## src/rtl/nibble_serial_adder_ctrl_pkg.sv

```systemverilog
// Shared types and constants for the nibble-serial adder controller.
package serial_adder_pkg;

    localparam int NIB_W = 4;

    typedef enum logic [1:0] {
        IDLE,
        RUN,
        DONE
    } state_e;

endpackage

```

## src/rtl/nibble_serial_adder_ctrl_if.sv

```systemverilog
// Operand/result handshake bundle for nibble_serial_adder_ctrl.
// The sub signal exists only when SERIAL_ADDER_SUB_EN is defined.
interface nibble_serial_adder_ctrl_if #(
    parameter int WIDTH = 16
);

    logic             in_valid;
    logic             in_ready;
    logic [WIDTH-1:0] a;
    logic [WIDTH-1:0] b;
    logic             c_in;
`ifdef SERIAL_ADDER_SUB_EN
    logic             sub;
`endif
    logic             out_valid;
    logic             out_ready;
    logic [WIDTH-1:0] sum;
    logic             c_out;

`ifdef SERIAL_ADDER_SUB_EN
    modport master (output in_valid, a, b, c_in, sub, out_ready,
                    input  in_ready, out_valid, sum, c_out);
    modport slave  (input  in_valid, a, b, c_in, sub, out_ready,
                    output in_ready, out_valid, sum, c_out);
`else
    modport master (output in_valid, a, b, c_in, out_ready,
                    input  in_ready, out_valid, sum, c_out);
    modport slave  (input  in_valid, a, b, c_in, out_ready,
                    output in_ready, out_valid, sum, c_out);
`endif

endinterface

```

## src/rtl/nibble_serial_adder_ctrl_slice.sv

```systemverilog
// Combinational 4-bit ripple adder slice with a chained carry.
module nibble_adder_slice (
    input  logic [3:0] a,
    input  logic [3:0] b,
    input  logic       ci,
    output logic [3:0] s,
    output logic       co
);

    logic carry;

    // NOTE: blocking assignments here are intentional; carry must ripple bit to bit within one evaluation.
    always_comb begin
        carry = ci;
        s     = '0;
        for (int i = 0; i < 4; i++) begin
            s[i]  = a[i] ^ b[i] ^ carry;
            carry = (a[i] & b[i]) | (carry & (a[i] ^ b[i]));
        end
        co = carry;
    end

endmodule

```

## src/rtl/nibble_serial_adder_ctrl.sv

```systemverilog
// Adds WIDTH-bit operands one nibble per cycle through a single 4-bit slice.
// Define SERIAL_ADDER_SUB_EN to add the sub port (a - b via ~b and carry-in 1).
module nibble_serial_adder_ctrl
    import serial_adder_pkg::*;
#(
    parameter int WIDTH = 16
) (
    input logic                        clk,
    input logic                        rst_n,
    nibble_serial_adder_ctrl_if.slave  bus
);

    localparam int NIB   = WIDTH / NIB_W;
    localparam int CNT_W = (NIB > 1) ? $clog2(NIB) : 1;
    localparam logic [CNT_W-1:0] LAST = CNT_W'(NIB - 1);

    state_e           state_q, state_d;
    logic [WIDTH-1:0] a_q, a_d;
    logic [WIDTH-1:0] b_q, b_d;
    logic [WIDTH-1:0] sum_q, sum_d;
    logic [CNT_W-1:0] cnt_q, cnt_d;
    logic             carry_q, carry_d;
    logic             c_out_q, c_out_d;

    logic [NIB_W-1:0] slice_s;
    logic             slice_co;

    nibble_adder_slice u_slice (
        .a  (a_q[NIB_W-1:0]),
        .b  (b_q[NIB_W-1:0]),
        .ci (carry_q),
        .s  (slice_s),
        .co (slice_co)
    );

    // NOTE: every _d starts as its _q so no branch leaves a signal unassigned and infers a latch.
    always_comb begin
        state_d = state_q;
        a_d     = a_q;
        b_d     = b_q;
        sum_d   = sum_q;
        cnt_d   = cnt_q;
        carry_d = carry_q;
        c_out_d = c_out_q;

        case (state_q)
            IDLE: begin
                if (bus.in_valid) begin
                    a_d     = bus.a;
`ifdef SERIAL_ADDER_SUB_EN
                    b_d     = bus.sub ? ~bus.b : bus.b;
                    carry_d = bus.sub ? 1'b1 : bus.c_in;
`else
                    b_d     = bus.b;
                    carry_d = bus.c_in;
`endif
                    cnt_d   = '0;
                    state_d = RUN;
                end
            end
            RUN: begin
                // New nibble enters at the top so the LSB nibble ends up at the bottom.
                sum_d   = (sum_q >> NIB_W) | (WIDTH'(slice_s) << (WIDTH - NIB_W));
                a_d     = a_q >> NIB_W;
                b_d     = b_q >> NIB_W;
                carry_d = slice_co;
                cnt_d   = cnt_q + CNT_W'(1);
                if (cnt_q == LAST) begin
                    c_out_d = slice_co;
                    state_d = DONE;
                end
            end
            DONE: begin
                if (bus.out_ready) begin
                    state_d = IDLE;
                end
            end
            default: state_d = IDLE;
        endcase
    end

    // NOTE: sequential state uses non-blocking assignments so every flop samples pre-edge values.
    always_ff @(posedge clk or negedge rst_n) begin
        if (!rst_n) begin
            state_q <= IDLE;
            a_q     <= '0;
            b_q     <= '0;
            sum_q   <= '0;
            cnt_q   <= '0;
            carry_q <= 1'b0;
            c_out_q <= 1'b0;
        end else begin
            state_q <= state_d;
            a_q     <= a_d;
            b_q     <= b_d;
            sum_q   <= sum_d;
            cnt_q   <= cnt_d;
            carry_q <= carry_d;
            c_out_q <= c_out_d;
        end
    end

    assign bus.in_ready  = (state_q == IDLE);
    assign bus.out_valid = (state_q == DONE);
    assign bus.sum       = sum_q;
    assign bus.c_out     = c_out_q;

endmodule

```

## src/flat_wrapper.sv

```systemverilog
// flat-port wrapper written by rule: the top's interface ports become plain ports
module nibble_serial_adder_ctrl_flat import serial_adder_pkg::*;
#(
    parameter int WIDTH = 16
)
  (clk, rst_n, bus_in_valid, bus_a, bus_b, bus_c_in, bus_out_ready, bus_in_ready, bus_out_valid, bus_sum, bus_c_out);
  nibble_serial_adder_ctrl_if #(.WIDTH(WIDTH)) bus_i ();
  input logic clk;
  input logic rst_n;
  input wire logic [$bits(bus_i.in_valid)-1:0] bus_in_valid;
  input wire logic [$bits(bus_i.a)-1:0] bus_a;
  input wire logic [$bits(bus_i.b)-1:0] bus_b;
  input wire logic [$bits(bus_i.c_in)-1:0] bus_c_in;
  input wire logic [$bits(bus_i.out_ready)-1:0] bus_out_ready;
  output wire logic [$bits(bus_i.in_ready)-1:0] bus_in_ready;
  output wire logic [$bits(bus_i.out_valid)-1:0] bus_out_valid;
  output wire logic [$bits(bus_i.sum)-1:0] bus_sum;
  output wire logic [$bits(bus_i.c_out)-1:0] bus_c_out;
  assign bus_i.in_valid = bus_in_valid;
  assign bus_i.a = bus_a;
  assign bus_i.b = bus_b;
  assign bus_i.c_in = bus_c_in;
  assign bus_i.out_ready = bus_out_ready;
  assign bus_in_ready = bus_i.in_ready;
  assign bus_out_valid = bus_i.out_valid;
  assign bus_sum = bus_i.sum;
  assign bus_c_out = bus_i.c_out;
  nibble_serial_adder_ctrl #(.WIDTH(WIDTH)) u_core (.clk(clk), .rst_n(rst_n), .bus(bus_i));
endmodule
```

## config.mk

```make
export PLATFORM = sky130hd
export DESIGN_NAME = nibble_serial_adder_ctrl_flat
export DESIGN_NICKNAME = d
export VERILOG_FILES = /design/src/rtl/nibble_serial_adder_ctrl_pkg.sv /design/src/rtl/nibble_serial_adder_ctrl_if.sv /design/src/rtl/nibble_serial_adder_ctrl_slice.sv /design/src/rtl/nibble_serial_adder_ctrl.sv /design/src/flat_wrapper.sv
export SDC_FILE = /design/constraint.sdc
export NUM_CORES = 1
export LEC_CHECK = 0
export CAP_MARGIN = 30
export CORE_MARGIN = 2
export CORE_UTILIZATION = 53
export DETAILED_ROUTE_END_ITERATION = 7
export GPL_ROUTABILITY_DRIVEN = 1
export PLACE_DENSITY = 0.84
export SLEW_MARGIN = 20
export SYNTH_ARGS = -nofsm -noshare
export SYNTH_HDL_FRONTEND = slang
export SYNTH_HIERARCHICAL = 1
export SYNTH_SLANG_ARGS = --single-unit
```

## constraint.sdc

```tcl
create_clock -name clk -period 4.3 [get_ports clk]
set_clock_uncertainty 0.05 [all_clocks]
set_input_delay 0.86 -clock clk [delete_from_list [all_inputs] [get_ports clk]]
set_output_delay 0.86 -clock clk [all_outputs]
set_load 0.02 [all_outputs]
```

======== After elaboration in Yosys (flattened, before gate mapping) ========
Index checks and enable logic that the tools add are counted.
storage, ports and cells
  input bits .............................. 37
  output and inout bits ................... 19
  register bits ........................... 54
  word-level logic and storage cells ...... 52
cells by class
  bitwise gates (word level) .............. 21
  add/sub/neg operators ................... 1
  equal/unequal tests ..................... 6
  muxes and demuxes ....................... 12
  reductions and logical operators ........ 5
operators with widths
  operator                                                number
  case mux 16 bit (2 select lines)                        2
  2-to-1 mux 16 bit                                       2
  OR 12 x 16 -> 16 bit                                    1
  AND 1 bit                                               8
  2-to-1 mux 2 bit                                        4
  bitwise XOR 1 bit                                       8
  case mux 2 bit (3 select lines)                         1
  equality test 2 bit (second input constant)             2
  inequality test 2 bit (second input constant)           2
  OR 1 bit                                                4
  case mux 2 bit (2 select lines)                         1
  AND reduction 2 bit                                     2
  AND reduction 3 bit                                     1
  adder 2 x 1 -> 2 bit (second input constant)            1
  equality test 2 x 1 -> 1 bit (second input constant)    1
  logical NOT 2 bit                                       1
  inequality test 2 x 1 -> 1 bit (second input constant)  1
  case mux 1 bit (2 select lines)                         1
  nonzero test 2 bit                                      1
  2-to-1 mux 1 bit                                        1

======== Logic depth before layout (Yosys ltp) ========
Gate-level depths: netlist of the first run.
  depth in word-level cells ............... 10
  depth in mapped cells ................... 10
  gate-level depth less buffers ........... 10

======== By module ========
The synthesis of the first run kept the hierarchy.
by module, submodules not included
  module                    times used  cells an instance  sequential area each (um^2)  area an instance (um^2)
  nibble_serial_adder_ctrl  1           221                1351.3                       2250.9
  nibble_adder_slice        1           14                 0.0                          117.6

======== Worst setup path before layout of the first run ========
Ideal clock, no wire load.
  kind .................................... register to register
  start ................................... register u_core.a_q[0]
  end ..................................... register u_core.sum_q[15], in the netlist u_core/bus.sum[15]
  arrival time ............................ 1.985 ns
  data required time ...................... 4.185 ns
  clock period less this slack ............ 2.100 ns
  cell stages (with the launch flop) ...... 11
  setup time .............................. 0.065 ns
  setup slack ............................. 2.200 ns
  cells stage by stage .................... dfrtp_1 > fa_1 > inv_1 > fa_1 > inv_1 > fa_1 > inv_1 > fa_1 > inv_1 > nand2_1 > nand2_1
on the way
  word-level cells in the longest chain between the ends .. 9
RTL lines
  what                    line                                  source
  start, declared         nibble_serial_adder_ctrl.sv:18        logic [WIDTH-1:0] a_q, a_d;
  start signal, assigned  nibble_serial_adder_ctrl.sv:86        a_q <= '0;
  start signal, assigned  nibble_serial_adder_ctrl.sv:94        a_q <= a_d;
  bitwise XOR 1 bit       nibble_serial_adder_ctrl_slice.sv:18  carry = (a[i] & b[i]) | (carry & (a[i] ^ b[i]));
  AND 1 bit               nibble_serial_adder_ctrl_slice.sv:18
  OR 1 bit *              nibble_serial_adder_ctrl_slice.sv:18
  AND 1 bit *             nibble_serial_adder_ctrl_slice.sv:18
  OR 1 bit *              nibble_serial_adder_ctrl_slice.sv:18
  AND 1 bit *             nibble_serial_adder_ctrl_slice.sv:18
  OR 1 bit *              nibble_serial_adder_ctrl_slice.sv:18
  bitwise XOR 1 bit *     nibble_serial_adder_ctrl_slice.sv:17  s[i] = a[i] ^ b[i] ^ carry;
  via u_core.slice_s[3]   nibble_serial_adder_ctrl.sv:25        logic [NIB_W-1:0] slice_s;
  OR 12 x 16 -> 16 bit *  nibble_serial_adder_ctrl.sv:63        sum_d = (sum_q >> NIB_W) | (WIDTH'(slice_s) << (WIDTH - NIB_W));
  end signal, assigned    nibble_serial_adder_ctrl.sv:96        sum_q <= sum_d;
  end, declared           nibble_serial_adder_ctrl.sv:20        logic [WIDTH-1:0] sum_q, sum_d;
The timed path passes the listed nets; every way through them passes the cells marked *.
A chain may end at the register's enable or synchronous reset.

======== Final worst setup path of the first run ========
  start ................................... register u_core.state_q[1]
  end ..................................... output port bus_out_valid
on the way
  word-level cells in the longest chain between the ends .. 1
RTL lines
  what                    line                             source
  start, declared         nibble_serial_adder_ctrl.sv:17   state_e state_q, state_d;
  start signal, assigned  nibble_serial_adder_ctrl.sv:93   state_q <= state_d;
  equality test 2 bit     nibble_serial_adder_ctrl.sv:104  assign bus.out_valid = (state_q == DONE);
  end, declared           flat_wrapper.sv:16               output wire logic [$bits(bus_i.out_valid)-1:0] bus_out_valid;
Every way passes these cells.

==> results of run 1 <==
cells by family after synthesis:
kind of cell | Yosys count | synth area share
AO/OA/AOI/OAI | 73 | 0.1923
adder cells (fa/ha/maj) | 5 | 0.03909
buffers and inverters | 28 | 0.06445
flip-flops | 54 | 0.5705
multiplexers | 1 | 0.006337
AND/OR/NAND/NOR | 74 | 0.1273
flip-flops by register name, indices dropped and copies added, names as in the netlist:
name              count
u_core/b_q           16
u_core/state_q        2
u_core/bus.c_out      1
u_core/a_q           16
u_core/cnt_q          2
u_core/carry_q        1
u_core/bus.sum       16
synth_stat cells, drive strengths merged:
cell / count
dfrtp: 54
nand2: 50
o22ai: 34
a21oi: 26
nor2: 19
buf: 14
inv: 12
a22o: 9
fa: 4
nand2b: 4
clkbuf: 2
and2b: 1
ha: 1
mux2: 1
o21ai: 1
o21ba: 1
o21bai: 1
o31ai: 1
how the worst min path moves through the flow:
| stage | from | endpoint | slack (ns) | cells after the start |
|---|---|---|---|---|
| after CTS | rst_n | u_core/bus.sum[3] | 0.44 | 1 |
| after floorplan | u_core/cnt_q[0] | u_core/cnt_q[0] | 0.41 | 1 |
| after detailed placement | u_core/bus.sum[0] | u_core/bus.sum[0] | 0.42 | 2 |
| after global placement | u_core/bus.sum[3] | u_core/bus.sum[3] | 0.41 | 2 |
| after global routing | rst_n | u_core/bus.sum[0] | 0.46 | 1 |
| final | rst_n | u_core/bus.sum[0] | 0.43 | 1 |
where the power goes:
part | switching, mW | internal (mW)
logic | 0.592 | 0.474
clock network | 0.162 | 0.171
registers | 0.181 | 0.750
total | 0.935 | 1.40
layer usage:
layer  share of wire  wire length (um)
met1            0.42              2065
met2            0.50              2474
met3           0.062               306
met4           0.016                80
met5               0                 0
worst max-delay path, stage by stage, from the launching register on:
cell	delay, ns
dfrtp_1	0.48
inv_2	0.25
nor2_1	0.19
clkdlybuf4s50_1	0.63
final cells by class:
cell class                 count  area share
multi-input combinational    153      0.2879
inverter                      12     0.01500
sequential                    54      0.4500
tap                           52     0.02167
clock buffer                   5     0.02292
timing repair buffer          57      0.1892
clock inverter                 3     0.01333
==> results.cfg, run 1 <==
[status]
status = finished, final reports clean

[worst_setup_path]
rr_startpoint = u_core/a_q[0]
worstSetupPathType = flip-flop to primary output
critPathArrivalTime_ns = 1.86
crit_path_start_kind = flip-flop
crit_required_ns = 3.39
worst-r2r-setup-slack_ns = 2.04
rr_worst_depth = 10
worstSetupEndpointType = primary output
rr_endpoint = u_core/bus.sum[15]
crit_start = u_core/state_q[1]
cp_max_fo = 27
crit_path_end = bus_out_valid

[clock_network]
path_clk_slew_ns = 0.09
cts_inserted_buffers = 5
root_buffer = clkbuf_8
h-tree-depth = 2
clock_latency_ns = 0.31
cts_sinks = 54
clk_path_buf_depth = 2
cts_tree = done
cts-resized-gates = 0
post-cts-setup-buffers = 0
holdBufCountCts = 0

[power]
total_power_mw = 2.331
p_leak_nw = 1.373
ir_worst_vdd_mv = 0.3390
powerDensity_nw_per_um2 = 776.2

[finish]
final_cell_mix = 54 x clkdlybuf4s50_1, 54 x dfrtp_1, 49 x nand2_1, 34 x o22ai_1, 26 x a21oi_1
final_cells = 336
regArea_um2 = 1351
final_nets = 325
synthToLayoutAreaGrowth_pct = 26.78
multiInputGateArea_um2 = 864.6
drive_gt1_frac = 0.05986
design_area_um2 = 3003
diodes = 0
fin_util = 0.6944
fillers = 349

[placement]
dp.cells = 327
place_ws_ns = 1.631
dp_hpwl_um = 3391
io_buffers = 55
postPlaceCellArea_um2 = 2879
gp_congestion = 0.7799

[global_routing]
antenna_found_initial = 0
grt_max_degree = 35
first_global_vias = 1827
grt.busiest_layer = met2
grt_use_met3 = 0.05983
globalRouteMet1Util = 0.2756
grtUsageMet2 = 0.3458
grt_pass1_wl_um = 8286
grt_usage = 0.2147
gr-total-overflow = 0

[yosys]
yosys.area.top_type = dfrtp_1
synth.top_cell.area_share = 0.5705
synth.cell_area_um2 = 2369
avgSynthCellArea_um2 = 10.08
ys_seq_area_frac = 0.5705
syn-num-nets = 277
ys_seq_elements = 54
synthTopCellsByArea = dfrtp_1 57%, o22ai_1 9.0%, nand2_1 7.8%
syn_inst = 235
yosysWarnings = 6
synth.distinct_cells = 23

[sta]
hold_viol = 0
relSlewSlack = 0.5741
min_period_ns = 2.769
min_period_over_period = 0.6440
rsz0062_at_grt = no
setup_slack_ns = 1.531
tightestPinTransition_ns = 0.6389
fin_tns_setup_ns = 0
fin_worst_hold_slack_ns = 0.4306
slew_viol_final = 0
fmax_ghz = 0.3611
finalSetupViolCount = 0

[floorplanning]
fp.dieW_um = 70.85
die_area_um2 = 5020
ios = 56
initial_utilization = 0.5477
num_rows = 24
die_h_um = 70.85
core-area_um2 = 4324

[route]
drt_iter0_drc = 160
via_per_inst = 5.637
routedWlPerCell_um = 14.66
ant_nets = 0
wirelength_um = 4927
vias = 1894
drcViolationCount = 0
firstDrtPassIters = 4

[hold_path]
hold_class = input port to async pin

[job]
max-cap-violations = 0
(Power assumes the default switching activity.)
==> run 2, diff against run 1 <==
- CORE_UTILIZATION: 53 -> 44
- PLACE_DENSITY: 0.84 -> 0.75
- clock period: 4.3 -> 2.4 ns (I/O delays scaled with it)
==> run 2 against run 1 <==
Compared with the run above: utilization shrank 11 points; largest cell class unchanged; largest power group unchanged; clock power grew 43%; via count shrank 2.2%; die area grew 19%; critical path type is now flip-flop to flip-flop; design area grew 0.67%; register-to-register slack lost 1.9 ns; first-iteration DRC count shrank 71%; sequential share of layout area shrank 0.30 points.
==> results.cfg, run 2 (synthesized netlist as in run 1, its figures left out) <==
[clock_network]
root_buffer = clkbuf_8
post-cts-setup-buffers = 0
holdBufCountCts = 0
h-tree-depth = 2
cts_inserted_buffers = 5
cts-resized-gates = 0
cts_sinks = 54
clock_latency_ns = 0.30
path_clk_slew_ns = 0.09
cts_tree = done
clk_path_buf_depth = 2

[floorplanning]
num_rows = 26
die_area_um2 = 5986
core-area_um2 = 5140
die_h_um = 77.37
initial_utilization = 0.4608
ios = 56
fp.dieW_um = 77.37

[route]
firstDrtPassIters = 4
wirelength_um = 4984
routedWlPerCell_um = 13.92
drcViolationCount = 0
vias = 1853
via_per_inst = 5.176
drt_iter0_drc = 47
ant_nets = 0

[placement]
gp_congestion = 0.7857
dp.cells = 351
dp_hpwl_um = 3577
io_buffers = 55

[worst_setup_path]
critPathSlowestCell = fa_1
cp_top_family = adder cells
critPathArrivalTime_ns = 2.41
worst-r2r-setup-slack_ns = 0.18
worstSetupEndpointType = flip-flop
crit_buf_inv = 4
worstPathCellList = fa_1 -> inv_1 -> fa_1 -> inv_1 -> fa_1 -> inv_1 -> fa_1 -> inv_1 -> nand2_1 -> nand2_1
crit_path_start_kind = flip-flop
worstSetupPathType = flip-flop to flip-flop
crit_required_ns = 2.59
rr_startpoint = u_core/a_q[0]
cp_max_fo = 3
crit_start = u_core/a_q[0]
crit_path_max_incr_delay_ns = 0.43

[global_routing]
grt_pass1_wl_um = 8583
grt_usage = 0.1783
antenna_found_initial = 0
grt_max_degree = 27
gr-total-overflow = 0
first_global_vias = 1843

[power]
ir_worst_vdd_mv = 0.5583
powerDensity_nw_per_um2 = 1347
p_leak_nw = 1.374

[sta]
min_period_ns = 2.218
tightestPinTransition_ns = 0.6509
relSlewSlack = 0.5661
hold_viol = 0
min_period_over_period = 0.9243
fin_worst_hold_slack_ns = 0.04148
slew_viol_final = 0
finalSetupViolCount = 0
fmax_ghz = 0.4508
fin_tns_setup_ns = 0
rsz0062_at_grt = no

[finish]
fillers = 490
diodes = 0
final_nets = 330
final_cell_mix = 54 x clkdlybuf4s50_1, 54 x dfrtp_1, 49 x nand2_1, 34 x o22ai_1, 26 x a21oi_1
drive_gt1_frac = 0.06597
final_cells = 358
synthToLayoutAreaGrowth_pct = 27.63

[status]
status = finished, final reports clean

[job]
max-cap-violations = 0

[hold_path]
hold_class = input port to async pin
run 2: cell count changes in the layout (fill, tap and decap cells not counted), sizes merged:
cell / before / now
clkinv: 2 / 0
buf: 3 / 8
clkbuf: 5 / 7
bufinv: 1 / 0
run 2: final timing paths:
check                                          end  cells past startpoint
worst max-delay path            u_core/bus.sum[15]                     10
worst min-delay path             u_core/bus.sum[0]                      1
worst max register to register  u_core/bus.sum[15]                     10
worst min register to register   u_core/bus.sum[3]                      2
max in group asynchronous            u_core/a_q[2]                      2
min in group clk                 u_core/bus.sum[3]                      2
run 2: worst reg2reg max path: cells and delay by family (launching register included):
| kind | cells | cell delay, ns |
|---|---|---|
| adders and majority gates | 4 | 1.34 |
| DFF | 1 | 0.42 |
| buffers and inverters | 4 | 0.26 |
| and+or+nand+nor | 2 | 0.10 |
run 2: power breakdown:
group,total (mW),switching [mW],internal (mW)
Sequential,1.66,0.316,1.34
Combinational,1.94,1.07,0.869
Clock,0.476,0.274,0.202
Total,4.07,1.66,2.42
run 2: layer usage:
metal | track usage | up-vias | part of all wire
met1 | 0.2397 | 875 | 0.46
li1 | - | 912 | -
met5 | 0 | - | 0
met4 | 0.04821 | 0 | 0.011
met2 | 0.2896 | 60 | 0.48
met3 | 0.04535 | 6 | 0.051
run 2: metrics by stage:
stage	cell area [um2]	worst slack [ns]	power [mW]	utilization
global placement	2947	0.2498	3.552	0.5733
global route	3023	0.08285	4.434	0.5881
floorplan	2369	0.3000	3.028	-
CTS	3023	0.1747	4.110	0.5881
finish	3023	0.1817	4.073	0.5881
detailed placement	2947	0.1959	3.633	0.5733
run 2: layout make-up:
class                      instances  area (um2)  share of cell area
clock buffer                       7       76.32             0.02525
inverter                          12       45.04             0.01490
multi-input combinational        153       864.6              0.2860
sequential                        54        1351              0.4470
tap                               70       87.58             0.02897
timing repair buffer              62       598.1              0.1978
